--- src/rtl/mcdf_pkg.sv ---
// -----------------------------------------------------------------------------
// mcdf_pkg
// Shared constants for the MCDF slave channel. It holds the FIFO geometry,
// the slave FSM state encoding, and the mapping from pkt_len_sel to a packet
// length in words.
// -----------------------------------------------------------------------------
package mcdf_pkg;

    localparam int DEPTH  = 32;
    localparam int DATA_W = 32;
    localparam int PTR_W  = 5;   // log2(DEPTH)
    localparam int CNT_W  = 6;   // holds 0..DEPTH inclusive

    typedef logic [1:0] state_t;

    localparam state_t ST_IDLE = 2'd0;
    localparam state_t ST_REQ  = 2'd1;
    localparam state_t ST_SEND = 2'd2;

    // Packet length code: 0=4, 1=8, 2=16, 3=32 words
    function automatic logic [CNT_W-1:0] pkt_words(input logic [1:0] sel);
        logic [CNT_W-1:0] words;
        case (sel)
            2'd0:    words = 6'd4;
            2'd1:    words = 6'd8;
            2'd2:    words = 6'd16;
            2'd3:    words = 6'd32;
            default: words = 6'd4;
        endcase
        return words;
    endfunction

endpackage

--- src/rtl/mcdf_sync_fifo.sv ---
// -----------------------------------------------------------------------------
// mcdf_sync_fifo
// This is a single-clock FIFO (DEPTH x DATA_W) with an occupancy count.
// It has a show-ahead read: rdata is always the word at the read pointer.
// Ports:
//   clk, reset       : clock, synchronous active-high reset (pointers/count)
//   push, wdata      : write request and data
//   pop              : read request; the head word is consumed this cycle
//   rdata            : current head word
//   full, empty      : occupancy flags derived from count
//   count            : number of stored words, 0..DEPTH
// A push is also taken while full when a pop happens in the same cycle.
// -----------------------------------------------------------------------------
module mcdf_sync_fifo
    import mcdf_pkg::*;
(
    input  logic              clk,
    input  logic              reset,
    input  logic              push,
    input  logic              pop,
    input  logic [DATA_W-1:0] wdata,
    output logic [DATA_W-1:0] rdata,
    output logic              full,
    output logic              empty,
    output logic [CNT_W-1:0]  count
);

    logic [DATA_W-1:0] mem_q [DEPTH];
    logic [PTR_W-1:0]  wr_ptr_q, wr_ptr_d;
    logic [PTR_W-1:0]  rd_ptr_q, rd_ptr_d;
    logic [CNT_W-1:0]  count_q, count_d;
    logic              push_ok_s;
    logic              pop_ok_s;

    assign full  = (count_q == 6'd32);
    assign empty = (count_q == 6'd0);
    assign count = count_q;
    assign rdata = mem_q[rd_ptr_q];

    assign pop_ok_s  = pop && !empty;
    assign push_ok_s = push && (!full || pop_ok_s);

    // Next-state pointers and count; 5-bit pointers wrap modulo DEPTH
    always_comb begin
        wr_ptr_d = wr_ptr_q;
        rd_ptr_d = rd_ptr_q;
        count_d  = count_q;
        if (push_ok_s) begin
            wr_ptr_d = wr_ptr_q + 5'd1;
        end else begin
            wr_ptr_d = wr_ptr_q;
        end
        if (pop_ok_s) begin
            rd_ptr_d = rd_ptr_q + 5'd1;
        end else begin
            rd_ptr_d = rd_ptr_q;
        end
        case ({push_ok_s, pop_ok_s})
            2'b10:   count_d = count_q + 6'd1;
            2'b01:   count_d = count_q - 6'd1;
            default: count_d = count_q;
        endcase
    end

    // Pointer and count registers
    always_ff @(posedge clk) begin
        if (reset) begin
            wr_ptr_q <= 5'd0;
            rd_ptr_q <= 5'd0;
            count_q  <= 6'd0;
        end else begin
            wr_ptr_q <= wr_ptr_d;
            rd_ptr_q <= rd_ptr_d;
            count_q  <= count_d;
        end
    end

    // Storage array; contents become unreachable on reset through the pointers
    always_ff @(posedge clk) begin
        if (push_ok_s) begin
            mem_q[wr_ptr_q] <= wdata;
        end
    end

endmodule

--- src/rtl/mcdf_slave_fifo.sv ---
// -----------------------------------------------------------------------------
// mcdf_slave_fifo
// This is the MCDF slave channel. It buffers channel writes in a 32-entry
// FIFO. When a full packet is stored, it requests the arbiter. After the
// grant it streams the packet out, one word per cycle.
// Ports:
//   clk, reset           : clock, synchronous active-high reset
//   slv_en               : channel enable (gates writes and new requests)
//   pkt_len_sel          : packet length code (4/8/16/32 words)
//   ch_data/ch_valid     : write side; ch_ready signals acceptance
//   slv_req / a2s_ack    : request to / grant from the arbiter
//   slv_data/val/last    : registered packet stream to the arbiter
//   slv_margin           : free FIFO entries (32 - count)
// The FIFO pops during every SEND cycle. The registered word appears on
// slv_data one cycle after its pop. On the last pop the FSM returns to IDLE,
// so slv_last shows while IDLE evaluates the next request.
// -----------------------------------------------------------------------------
module mcdf_slave_fifo
    import mcdf_pkg::*;
(
    input  logic        clk,
    input  logic        reset,
    input  logic        slv_en,
    input  logic [1:0]  pkt_len_sel,
    input  logic [31:0] ch_data,
    input  logic        ch_valid,
    output logic        ch_ready,
    output logic        slv_req,
    input  logic        a2s_ack,
    output logic [31:0] slv_data,
    output logic        slv_val,
    output logic        slv_last,
    output logic [5:0]  slv_margin
);

    state_t            state_q, state_d;
    logic [CNT_W-1:0]  burst_q, burst_d;   // words still to pop in this packet
    logic              slv_req_q, slv_req_d;
    logic              slv_val_q, slv_val_d;
    logic              slv_last_q, slv_last_d;
    logic [DATA_W-1:0] slv_data_q, slv_data_d;

    logic              push_s;
    logic              pop_s;
    logic              full_s;
    logic              empty_s;
    logic [CNT_W-1:0]  count_s;
    logic [DATA_W-1:0] rdata_s;

    // Popping depends only on registered state. A write to a full FIFO is
    // therefore safe whenever a pop happens in the same cycle.
    assign pop_s    = (state_q == ST_SEND);
    assign ch_ready = slv_en && !reset && (!full_s || pop_s);
    assign push_s   = ch_valid && ch_ready;

    assign slv_req    = slv_req_q;
    assign slv_val    = slv_val_q;
    assign slv_last   = slv_last_q;
    assign slv_data   = slv_data_q;
    assign slv_margin = 6'd32 - count_s;

    mcdf_sync_fifo u_fifo (
        .clk   (clk),
        .reset (reset),
        .push  (push_s),
        .pop   (pop_s),
        .wdata (ch_data),
        .rdata (rdata_s),
        .full  (full_s),
        .empty (empty_s),
        .count (count_s)
    );

    // Packet FSM and registered output stream
    always_comb begin
        state_d    = state_q;
        burst_d    = burst_q;
        slv_req_d  = slv_req_q;
        slv_val_d  = 1'b0;
        slv_last_d = 1'b0;
        slv_data_d = slv_data_q;
        case (state_q)
            ST_IDLE: begin
                if (slv_en && (count_s >= pkt_words(pkt_len_sel))) begin
                    state_d   = ST_REQ;
                    burst_d   = pkt_words(pkt_len_sel);
                    slv_req_d = 1'b1;
                end else begin
                    slv_req_d = 1'b0;
                end
            end
            ST_REQ: begin
                if (a2s_ack) begin
                    state_d   = ST_SEND;
                    slv_req_d = 1'b0;
                end else begin
                    slv_req_d = 1'b1;
                end
            end
            ST_SEND: begin
                slv_val_d  = 1'b1;
                slv_data_d = rdata_s;
                burst_d    = burst_q - 6'd1;
                if (burst_q == 6'd1) begin
                    slv_last_d = 1'b1;
                    state_d    = ST_IDLE;
                end else begin
                    slv_last_d = 1'b0;
                end
            end
            default: begin
                state_d   = ST_IDLE;
                slv_req_d = 1'b0;
            end
        endcase
    end

    // FSM and output registers
    always_ff @(posedge clk) begin
        if (reset) begin
            state_q    <= ST_IDLE;
            burst_q    <= 6'd0;
            slv_req_q  <= 1'b0;
            slv_val_q  <= 1'b0;
            slv_last_q <= 1'b0;
            slv_data_q <= 32'd0;
        end else begin
            state_q    <= state_d;
            burst_q    <= burst_d;
            slv_req_q  <= slv_req_d;
            slv_val_q  <= slv_val_d;
            slv_last_q <= slv_last_d;
            slv_data_q <= slv_data_d;
        end
    end

endmodule

--- config.mk ---
export PLATFORM = sky130hd
export DESIGN_NAME = mcdf_slave_fifo
export DESIGN_NICKNAME = d
export VERILOG_FILES = /design/src/rtl/mcdf_pkg.sv /design/src/rtl/mcdf_sync_fifo.sv /design/src/rtl/mcdf_slave_fifo.sv
export SDC_FILE = /design/constraint.sdc
export NUM_CORES = 1
export LEC_CHECK = 0
export BUFFER_PORTS_ARGS = -buffer_cell sky130_fd_sc_hd__buf_2
export CAP_MARGIN = 20
export CORE_ASPECT_RATIO = 0.7
export CORE_MARGIN = 2
export CORE_UTILIZATION = 30
export CTS_BUF_LIST = sky130_fd_sc_hd__clkbuf_4 sky130_fd_sc_hd__clkbuf_8
export DETAILED_ROUTE_END_ITERATION = 10
export PLACE_DENSITY = 0.51
export SLEW_MARGIN = 20
export SYNTH_ARGS = -nofsm -noshare
export SYNTH_HDL_FRONTEND = slang
export SYNTH_SLANG_ARGS = --single-unit
--- constraint.sdc ---
create_clock -name clk -period 4.8 [get_ports clk]
set_input_delay 0.48 -clock clk [delete_from_list [all_inputs] [get_ports clk]]
set_output_delay 0.48 -clock clk [all_outputs]
set_load 0.03 [all_outputs]
==> flow_summary.yaml <==
outcome:
  status: "finished clean"
place:
  place_congestion: 0.7898
  port_buffers: 80
  dp.cells: 3885
  hpwl_mm: 65.12
setup_path:
  cp.required_ps: 5340
  critical_path.max_stage_delay_ps: 760
  worstPathCellList: "inv_1 > ha_1 > nor4b_2 > a311oi_2 > and2_1 > nand2_1 > nor2_4 > buf_12"
  path_max_fanout: 17
  crit_arrival_ps: 4260
  r2r_setup_slack_ps: 1080
  reg2reg_depth: 8
  cp_slowest_cell: "nor2_4"
  worstSetupStartpointType: "flop"
  crit_type: "flop to flop"
  rr_startpoint: "u_fifo.count[0]"
  critPathCaptureType: "flop"
  r2r-end: "u_fifo.mem_q[17][24]"
yosys:
  synth_edf_count: 1024
  yosysWarnings: 0
  synth_area_leaders: "edfxtp_1, mux4_2, mux2i_1"
  synthSimpleGateAreaFrac_pct: 2.033
  synth_top_family_by_area: "multiplexers"
  ys_types: 51
  synth_xor_area_share_pct: 0.3600
  yosys-top-cells-count: "edfxtp_1, mux4_2, mux2i_1"
  synth_seq_cells: 1083
  synth_area_per_cell_um2: 20.36
  yosys.area_share.adder_pct: 0.4538
  synth_area_leader_cell: "edfxtp_1"
  synth.top_cell.area_share_pct: 74.35
  synth.cell_area_um2: 41360
  synthFlopType: "edfxtp_1"
  yosysMostFrequentCell: "edfxtp_1"
  yosysSeqAreaShare_pct: 77.20
  synth_cells: 2031
  async_flop_share_pct: 0
  synth_compound_area_share_pct: 4.659
  synth_mux_area_share_pct: 13.60
  synth_nets: 2085
floorplanning:
  die_area_um2: 140900
  coreArea_um2: 136300
  boundaryPins: 81
  rows: 113
  die-width_um: 447.8
  die_h_um: 314.7
  initial_core_util_pct: 30.34
power:
  p_leak_nw: 14.26
  pwr-share-comb_pct: 2.1
  total_power_mw: 18.29
  power_frac_seq_pct: 56.7
  power.switching_mw: 3.910
  pwr_density_cell_nw_per_um2: 384.0
  pwr-share-clk_pct: 41.2
  switching_share_pct: 21.38
  vdd_ir_drop_max_uv: 213.4
  p_int_mw: 14.38
cts:
  clock_path_buffers: 3
  clk_pin_slew_ps: 60
  numCtsBuffers: 162
  postCtsSetupBuffers: 0
  clock-sinks: 1083
  clkLatencyLatePin_ps: 850
  htreeDepth: 4
  cts_tree: "done"
  cts-root-buf: "clkbuf_8"
worst_hold_path:
  hp-start: "reset"
  min_to: "u_fifo.count[3]"
  hold_class: "primary input to flop"
  whs_path_depth: 3
route:
  drc: 0
  avgViaCountPerCell: 5.029
  antenna_left: 0
  finalWirelength_mm: 109.6
  first_iter_violations: 2395
  wl_per_cell_um: 26.16
  vias: 21060
  first_pass_iters: 6
flow_run:
  drv_cap: 0
global_route:
  antenna_found_initial: 3
  grt-ovfl-total: 0
  grt_start_max_net_pins: 76
  track_usage_pct: 15.49
  grt_pass1_vias: 20958
  grt_pass1_wl_mm: 156.0
sta:
  drv_slew: 0
  rsz0062_at_grt: "false"
  period_share_pct: 77.54
  hold_viol_final: 0
  setup_viol: 0
  tns_ps: 0
  maxSlewHeadroom_pct: 32.50
  worst_slew_pin_slew_ps: 1010
  fmax_ghz: 0.2687
  skew_ps: 29.78
  finalCriticalPeriod_ps: 3722
cells_and_area:
  fillCellCount: 12733
  syn_to_final_growth_pct: 15.15
  final_net_count: 2267
  layout.cells.non_filler: 4188
  drive_gt1_share_pct: 27.71
## sequential cells by signal, indices dropped and copies added, names as in the netlist
| signal | cells |
|---|---|
| slv_data | 32 |
| state_q | 2 |
| u_fifo.count | 6 |
| burst_q | 6 |
| u_fifo.wr_ptr_q | 5 |
| slv_last | 1 |
| u_fifo.rd_ptr_q | 5 |
| slv_val | 1 |
| slv_req | 1 |
| u_fifo.mem_q | 1024 |
## metrics by stage
stage	area, um2	hold slack, ps	util (%)	setup WS (ps)
floorplan	41360	452.5	-	814.1
global placement	44360	439.7	32.55	1215
detailed placement	44360	456.7	32.55	1097
CTS	47620	73.02	34.94	1083
global route	47620	151.8	34.94	857.3
finish	47620	165.8	34.94	1078
## what timing repair did
item,4_1_cts,5_1_grt
gates resized for setup,0,0
endpoints found under the hold margin,4,0
hold buffers,4,0
## logic make-up after synthesis
kind of cell,count (synthesis)
AO/OA/AOI/OAI,263
XOR/XNOR,17
adder cells (fa/ha/maj),15
buffers and inverters,139
flip-flops,1083
multiplexers,322
AND/OR/NAND/NOR,192
## layer usage
layer	GRT usage [%]	vias to the layer above	wire (um)
met5	0	-	13
met4	4.331	2	1878
met3	2.809	131	7375
met2	23.01	820	49510
met1	23.26	11281	50790
li1	-	8826	-
## power groups by stage
stage                     Sequential (mW)  Clock (mW)  Combinational, mW
after floorplan                      10.6           0              0.121
after global routing                 10.4        8.14              0.413
after detailed placement             10.6           0              0.391
after global placement               10.6           0              0.381
after CTS                            10.4        7.73              0.394
final                                10.4        7.54              0.384
## worst max-delay path, delay by kind of cell, from the launching register on
family | cells | cell delay [ps]
flip-flops | 1 | 510
buffers and inverters | 2 | 340
AO/OA/AOI/OAI | 1 | 330
AND/OR/NAND/NOR | 4 | 1950
adder cells (fa/ha/maj) | 1 | 260
## layout make-up
type / instances / area [um2] / area share (%)
Tap cell: 1840 / 2302 / 4.834
Clock inverter: 56 / 310.3 / 0.6516
Inverter: 13 / 48.80 / 0.1025
Timing Repair Buffer: 144 / 1079 / 2.265
Antenna cell: 2 / 5.005 / 0.01051
Clock buffer: 241 / 2910 / 6.111
Multi-Input combinational cell: 809 / 9024 / 18.95
Sequential cell: 1083 / 31950 / 67.08
## worst max-delay path by stage
stage / startpoint / to / slack (ps) / cells after the start
floorplan: u_fifo.count[0] / u_fifo.mem_q[31][0] / 810 / 10
global placement: u_fifo.count[0] / u_fifo.mem_q[17][22] / 1220 / 8
detailed placement: u_fifo.count[0] / u_fifo.mem_q[17][18] / 1100 / 8
CTS: u_fifo.count[0] / u_fifo.mem_q[17][24] / 1080 / 8
global route: u_fifo.count[0] / u_fifo.mem_q[31][16] / 860 / 8
finish: u_fifo.count[0] / u_fifo.mem_q[17][24] / 1080 / 8
## placed cells by master, fill, tap and decap left out, types with 7 or more instances in the layout
master / count
xor2_1: 10
o21ai_0: 9
o221ai_1: 33
inv_1: 13
a22oi_1: 61
buf_4: 45
mux2i_1: 129
nor2_4: 35
edfxtp_1: 1024
nand2_1: 80
nand3_1: 7
ha_1: 15
clkinv_1: 28
clkbuf_8: 176
xnor2_1: 7
clkinv_2: 16
o22ai_1: 31
buf_2: 80
buf_12: 15
nor2_1: 31
a21oi_1: 48
a211oi_1: 32
a32o_1: 30
clkbuf_4: 65
clkinvlp_4: 7
mux4_2: 192
dfxtp_1: 55
Power figures use the tool's default switching activity.
